## src/rtl/sim_angle_sched.sv

```systemverilog
`timescale 1ns/1ps
`default_nettype none
// ============================================================================
// Module      : sim_angle_sched
// Description : Round-robin angle-target scheduler sharing one wrap-aware
//               sector comparator. Optional macro SIM_SCHED_REF_EN enables
//               the unshifted reference comparison driving target_ref.
// Revision    : 1.0 - initial release
// ============================================================================
module sim_angle_sched #(
   parameter int NTGT = 4
) (
   input  logic                    clk,
   input  logic                    resset,
   input  logic [11:0]             bear,
   input  logic                    run,
   input  logic                    cfg_we,
   input  logic [$clog2(NTGT)-1:0] cfg_addr,
   input  logic [11:0]             cfg_start,
   input  logic [11:0]             cfg_end,
   input  logic [3:0]              cfg_mode,
   output logic                    target_angle,
   output logic [$clog2(NTGT)-1:0] target_id,
   output logic                    target_ref,
   output logic                    rev_pulse
);
   localparam int              c_PW   = $clog2(NTGT);
   localparam logic [c_PW-1:0] c_LAST = c_PW'(NTGT - 1);

   typedef enum logic [1:0] {
      S_IDLE   = 2'd0,
      S_SCAN   = 2'd1,
      S_UPDATE = 2'd2
   } state_t;

   state_t r_state, w_next;

   logic [11:0]      r_bear_q;
   logic [1:0]       r_bear_p;
   logic [c_PW-1:0]  r_ptr;
   logic             w_scan, w_upd, w_clr;

   logic [NTGT*12-1:0] w_start_flat, w_end_flat, w_off_flat;
   logic [NTGT-1:0]    w_valid_vec, w_hit_vec;
   logic [11:0]        w_sel_start, w_sel_end, w_sel_off, w_vstart, w_vend;
   logic               w_sel_valid, w_hit_mov;
   logic [c_PW-1:0]    w_id;

   function automatic logic f_in_sector(input logic [11:0] s, input logic [11:0] e,
                                        input logic [11:0] b);
      if (e > s)      return (b > s) && (b < e);
      else if (e < s) return (b > s) || (b < e);
      else            return 1'b0;
   endfunction

   always_ff @(posedge clk or negedge resset) begin
      if (!resset) begin
         r_bear_q  <= 12'd0;
         r_bear_p  <= 2'd0;
         rev_pulse <= 1'b0;
         r_state   <= S_IDLE;
      end else begin
         r_bear_q  <= bear;
         r_bear_p  <= r_bear_q[11:10];
         rev_pulse <= (r_bear_p == 2'b11) && (r_bear_q[11:10] == 2'b00);
         r_state   <= w_next;
      end
   end

   always_comb begin
      w_next = r_state;
      case (r_state)
         S_IDLE:   if (run) w_next = S_SCAN;
         S_SCAN:   if (!run) w_next = S_IDLE;
                   else if (rev_pulse) w_next = S_UPDATE;
         S_UPDATE: w_next = run ? S_SCAN : S_IDLE;
         default:  w_next = S_IDLE;
      endcase
   end

   assign w_scan = (r_state == S_SCAN) && run;
   assign w_upd  = (r_state == S_UPDATE);
   // Clearing on !run as well makes outputs drop one cycle after the IDLE entry.
   assign w_clr  = (r_state == S_IDLE) || !run;

   always_ff @(posedge clk or negedge resset) begin
      if (!resset)     r_ptr <= '0;
      else if (w_clr)  r_ptr <= '0;
      else if (w_scan) r_ptr <= (r_ptr == c_LAST) ? '0 : r_ptr + 1'b1;
   end

   // The single shared comparator works on whichever slot the pointer selects.
   assign w_sel_start = w_start_flat[r_ptr*12 +: 12];
   assign w_sel_end   = w_end_flat[r_ptr*12 +: 12];
   assign w_sel_off   = w_off_flat[r_ptr*12 +: 12];
   assign w_sel_valid = w_valid_vec[r_ptr];
   assign w_vstart    = w_sel_start + w_sel_off;
   assign w_vend      = w_sel_end + w_sel_off;
   assign w_hit_mov   = w_sel_valid && f_in_sector(w_vstart, w_vend, r_bear_q);

`ifdef SIM_SCHED_REF_EN
   logic [NTGT-1:0] w_ref_vec;
   logic            w_hit_ref;
   assign w_hit_ref = w_sel_valid && f_in_sector(w_sel_start, w_sel_end, r_bear_q);
`endif

   for (genvar gi = 0; gi < NTGT; gi++) begin : g_slot
      logic [11:0] r_start, r_end, r_off;
      logic [3:0]  r_mode;
      logic [2:0]  r_div;
      logic        r_hit;
      logic        w_wr, w_step, w_mine;

      assign w_wr   = cfg_we && (cfg_addr == c_PW'(gi));
      assign w_step = w_upd && r_mode[3] && r_mode[1];
      assign w_mine = w_scan && (r_ptr == c_PW'(gi));

      always_ff @(posedge clk or negedge resset) begin
         if (!resset) begin
            r_start <= 12'd0;
            r_end   <= 12'd0;
            r_mode  <= 4'd0;
            r_off   <= 12'd0;
            r_div   <= 3'd0;
         end else if (w_wr) begin
            r_start <= cfg_start;
            r_end   <= cfg_end;
            r_mode  <= cfg_mode;
            r_off   <= 12'd0;
            r_div   <= 3'd0;
         end else if (w_step) begin
            if (r_div == (r_mode[2] ? 3'd7 : 3'd1)) begin
               r_div <= 3'd0;
               r_off <= r_mode[0] ? r_off + 12'd1 : r_off - 12'd1;
            end else begin
               r_div <= r_div + 3'd1;
            end
         end
      end

      always_ff @(posedge clk or negedge resset) begin
         if (!resset)     r_hit <= 1'b0;
         else if (w_clr)  r_hit <= 1'b0;
         else if (w_mine) r_hit <= w_hit_mov;
      end

      assign w_start_flat[gi*12 +: 12] = r_start;
      assign w_end_flat[gi*12 +: 12]   = r_end;
      assign w_off_flat[gi*12 +: 12]   = r_off;
      assign w_valid_vec[gi]           = r_mode[3];
      assign w_hit_vec[gi]             = r_hit;

`ifdef SIM_SCHED_REF_EN
      logic r_ref;
      always_ff @(posedge clk or negedge resset) begin
         if (!resset)     r_ref <= 1'b0;
         else if (w_clr)  r_ref <= 1'b0;
         else if (w_mine) r_ref <= w_hit_ref;
      end
      assign w_ref_vec[gi] = r_ref;
`endif
   end

   always_comb begin
      w_id = '0;
      for (int i = NTGT - 1; i >= 0; i--) begin
         if (w_hit_vec[i]) w_id = c_PW'(i);
      end
   end

   always_ff @(posedge clk or negedge resset) begin
      if (!resset) begin
         target_angle <= 1'b0;
         target_id    <= '0;
      end else begin
         target_angle <= |w_hit_vec;
         target_id    <= w_id;
      end
   end

`ifdef SIM_SCHED_REF_EN
   always_ff @(posedge clk or negedge resset) begin
      if (!resset) target_ref <= 1'b0;
      else         target_ref <= |w_ref_vec;
   end
`else
   assign target_ref = 1'b0;
`endif

endmodule
`default_nettype wire

```

## config.mk

```make
export PLATFORM = sky130hd
export DESIGN_NAME = sim_angle_sched
export DESIGN_NICKNAME = d
export VERILOG_FILES = /design/src/rtl/sim_angle_sched.sv
export SDC_FILE = /design/constraint.sdc
export NUM_CORES = 1
export LEC_CHECK = 0
export CORE_ASPECT_RATIO = 1.25
export CORE_MARGIN = 2
export CORE_UTILIZATION = 33
export CTS_BUF_LIST = sky130_fd_sc_hd__clkbuf_8 sky130_fd_sc_hd__clkbuf_16
export DETAILED_ROUTE_END_ITERATION = 12
export GPL_ROUTABILITY_DRIVEN = 0
export HOLD_SLACK_MARGIN = 0.03
export PLACE_DENSITY = 0.56
export SLEW_MARGIN = 20
export SYNTH_ARGS = -nofsm -noshare
export SYNTH_HDL_FRONTEND = slang
export SYNTH_SLANG_ARGS = --single-unit
export TNS_END_PERCENT = 1
```

## constraint.sdc

```tcl
create_clock -name clk -period 8.7 [get_ports clk]
set_input_delay 1.74 -clock clk [delete_from_list [all_inputs] [get_ports clk]]
set_output_delay 1.74 -clock clk [all_outputs]
set_load 0.01 [all_outputs]
```

==> flow_summary.toml <==
[timing]
hold_viol = 0
max_slew.worst_pin.slew_ns = 1.07
period_share_pct = 66.3
drv_slew = 0
tns_ns = 0
period_needed_ns = 5.77
fmax_mhz = 173
rsz0062_at_grt = "false"
fin_skew_ns = 0.00657
finalSetupViolCount = 0
max-slew-margin-rel_pct = 28.5
whs_ns = 0.473

[finish]
drive_gt1_share_pct = 9.67
area_growth_pct = 13.9
final_util_pct = 38.2
fin_cells = 1803
nNetsFinal = 1465
diodes = 0

[pwr]
p_per_area_nw_per_um2 = 191
irDropWorstVdd_v = 0.000129
power_leakage_uw = 0.00643

[placed_design]
dp_cells = 1773
dp_hpwl_mm = 23.0
io_buffer_count = 49

[clock_tree]
cts_resized = 0
cts_buffers = 17
cts_sinks = 198
clock_latency_ns = 0.44
cts_hold_buf = 0
cts_tree = "built"
clk_pin_slew_worst_paths_ns = 0.07
cts_post_setup_buffers_inserted = 0
htreeDepth = 4
cts.path.max_buffers = 2
cts-root-buf = "clkbuf_16"

[detailed_routing]
viasPerCell = 5.18
wl_mm = 31.7
drc = 0
drtIter0Drc = 480
first_pass_iters = 5
drtAntennaViolNets = 0
wl_per_cell_um = 17.6
vias = 9343

[yosys]
yosys-top-cells-area = "dfrtp_1 41%, ha_1 10%, nand2_1 10%, mux4_2 6.8%, a21oi_1 3.8%"
synth_area_um2 = 12200
ys_ff_latch = 198
ys_seq_area_share_pct = 40.6
netlist_instances = 1281
synth_nets = 1434
synth_edf_count = 0
synth_flop_cell = "dfrtp_1"
synth_cell_type_count = 68
synth_top_area_share_pct = 40.6
yosys_warnings = 0
async_flop_share_pct = 100
avgSynthCellArea_um2 = 9.53
yosysTopAreaCell = "dfrtp_1"

[grt]
grt_pass1_vias = 9641
busiest_layer = "met2"
grt-ovfl-total = 0
grtUsageMet1_pct = 20.2
antenna_found_initial = 0
grt_max_degree = 91
grt_use_total_pct = 17.1
use_met3_pct = 2.58
grt_pass1_wl_mm = 51.6
met2_usage_pct = 30.8

[die]
die_height_um = 219
die_x_um = 176
pin_count = 51
core_area_um2 = 36400
start_util_pct = 33.5
num_rows = 78
die_area_um2 = 38600

[run_status]
status = "finished clean"

[setup_path]
cp.required_ns = 9.03
arrival_ns = 6.10
startpoint_type = "flip-flop"
end_kind = "flip-flop"
critPathMaxFanout = 30
r2r_setup_slack_ns = 2.93
crit_type = "flip-flop to flip-flop"

[flow_run]
maxCapViolCount = 0

[hold_path]
hold_path_class = "flip-flop to flip-flop"
## logic make-up (layout without fill, tap and decap cells)
family / after synthesis / in the layout / share of synthesized area, %
AOI/OAI and AO/OA: 234 / 234 / 11.8
other: 1 / 1 / 0.0307
buffers and inverters: 92 / 134 / 2.88
xor gates and xnor gates: 63 / 63 / 4.63
muxes: 72 / 72 / 10.1
DFF: 198 / 198 / 40.6
adders and majority gates: 108 / 108 / 11.4
and+or+nand+nor: 513 / 513 / 18.6
## cell usage in the layout, fill, tap and decap left out, types with 27 or more instances in the layout
cell / Yosys / routed
a21oi_1: 92 / 92
clkdlybuf4s50_1: 0 / 48
dfrtp_1: 198 / 196
ha_1: 101 / 101
inv_1: 44 / 45
mux2_2: 27 / 27
mux4_2: 37 / 37
nand2_1: 326 / 326
nor2_1: 45 / 44
o21ai_0: 58 / 57
xnor2_1: 49 / 49
## per-layer routing
layer	vias up	wire length [um]
met3	46	923
li1	4536	-
met1	4605	13500
met2	156	16300
met5	-	0
met4	0	1000
## where the power goes
| part | internal [uW] | switching (uW) | total, uW |
|---|---|---|---|
| Sequential | 1020 | 62.6 | 1080 |
| Clock | 567 | 357 | 923 |
| Combinational | 292 | 356 | 648 |
| Total | 1880 | 775 | 2650 |
## state kept, by name, indices dropped and copies added (netlist names)
| register | count |
|---|---|
| r_state | 2 |
| g_slot.r_div | 12 |
| target_id | 2 |
| r_bear_q | 12 |
| g_slot.r_mode | 16 |
| g_slot.r_off | 48 |
| g_slot.r_end | 48 |
| rev_pulse | 1 |
| r_bear_p | 2 |
| r_ptr | 2 |
| target_angle | 1 |
| g_slot.r_hit | 4 |
| g_slot.r_start | 48 |
## cell usage after synthesis (all sizes together), types with 4 or more instances
cell / instances
o22a: 4
clkbuf: 38
or2: 8
nor2b: 22
o2111ai: 8
nor2: 45
nand4b: 5
o21bai: 14
mux2i: 8
nand2: 326
nor3: 26
mux2: 27
mux4: 37
and3: 14
a211oi: 8
nand3: 23
a21oi: 92
nand2b: 8
nand4: 9
buf: 10
inv: 44
xor2: 13
or3: 7
o21ai: 62
ha: 101
a21o: 20
fa: 6
dfrtp: 198
xnor2: 49
## critical path: stages, from the launching register on
cell	delay [ns]
dfrtp_2	0.62
buf_4	0.55
mux4_2	0.64
ha_1	0.29
a21oi_1	0.23
o211ai_1	0.23
or2_2	0.37
a21oi_1	0.15
nor2b_1	0.06
nor2_1	0.10
xor2_1	0.23
ha_1	0.29
a21o_1	0.16
a21o_1	0.18
nor2_1	0.19
o21ai_0	0.14
a2111oi_0	0.45
o21ai_1	0.20
o2111ai_2	0.29
nand2_1	0.09
o22a_1	0.18
## worst paths after layout
kind | endpoint | startpoint | cells past startpoint
setup / recovery | g_slot[0].r_hit | r_ptr[0] | 20
hold / removal | g_slot[3].r_start[0] | g_slot[3].r_start[0] | 2
setup reg to reg | g_slot[0].r_hit | r_ptr[0] | 20
hold reg to reg | g_slot[3].r_start[0] | g_slot[3].r_start[0] | 2
max in group asynchronous | r_ptr[1] | resset | 2
min in group asynchronous | g_slot[0].r_end[8] | resset | 1
## through the flow
step / setup WS (ns) / cell area [um2] / total power (uW)
after floorplan: 3.22 / 12200 / 1550
after global placement: 3.00 / 13200 / 1740
after detailed placement: 2.93 / 13200 / 1750
after CTS: 2.91 / 13900 / 2690
after global routing: 2.43 / 13900 / 2810
final: 2.93 / 13900 / 2650
## area by class of cell
cell class / count / area (um2)
fill: 3531 / 22500
sequential: 198 / 4960
tap: 480 / 601
clock inverter: 13 / 254
multi-input combinational: 991 / 6920
clock buffer: 17 / 425
inverter: 44 / 165
timing repair buffer: 60 / 577
No activity file was read; power rests on OpenSTA's default activity.
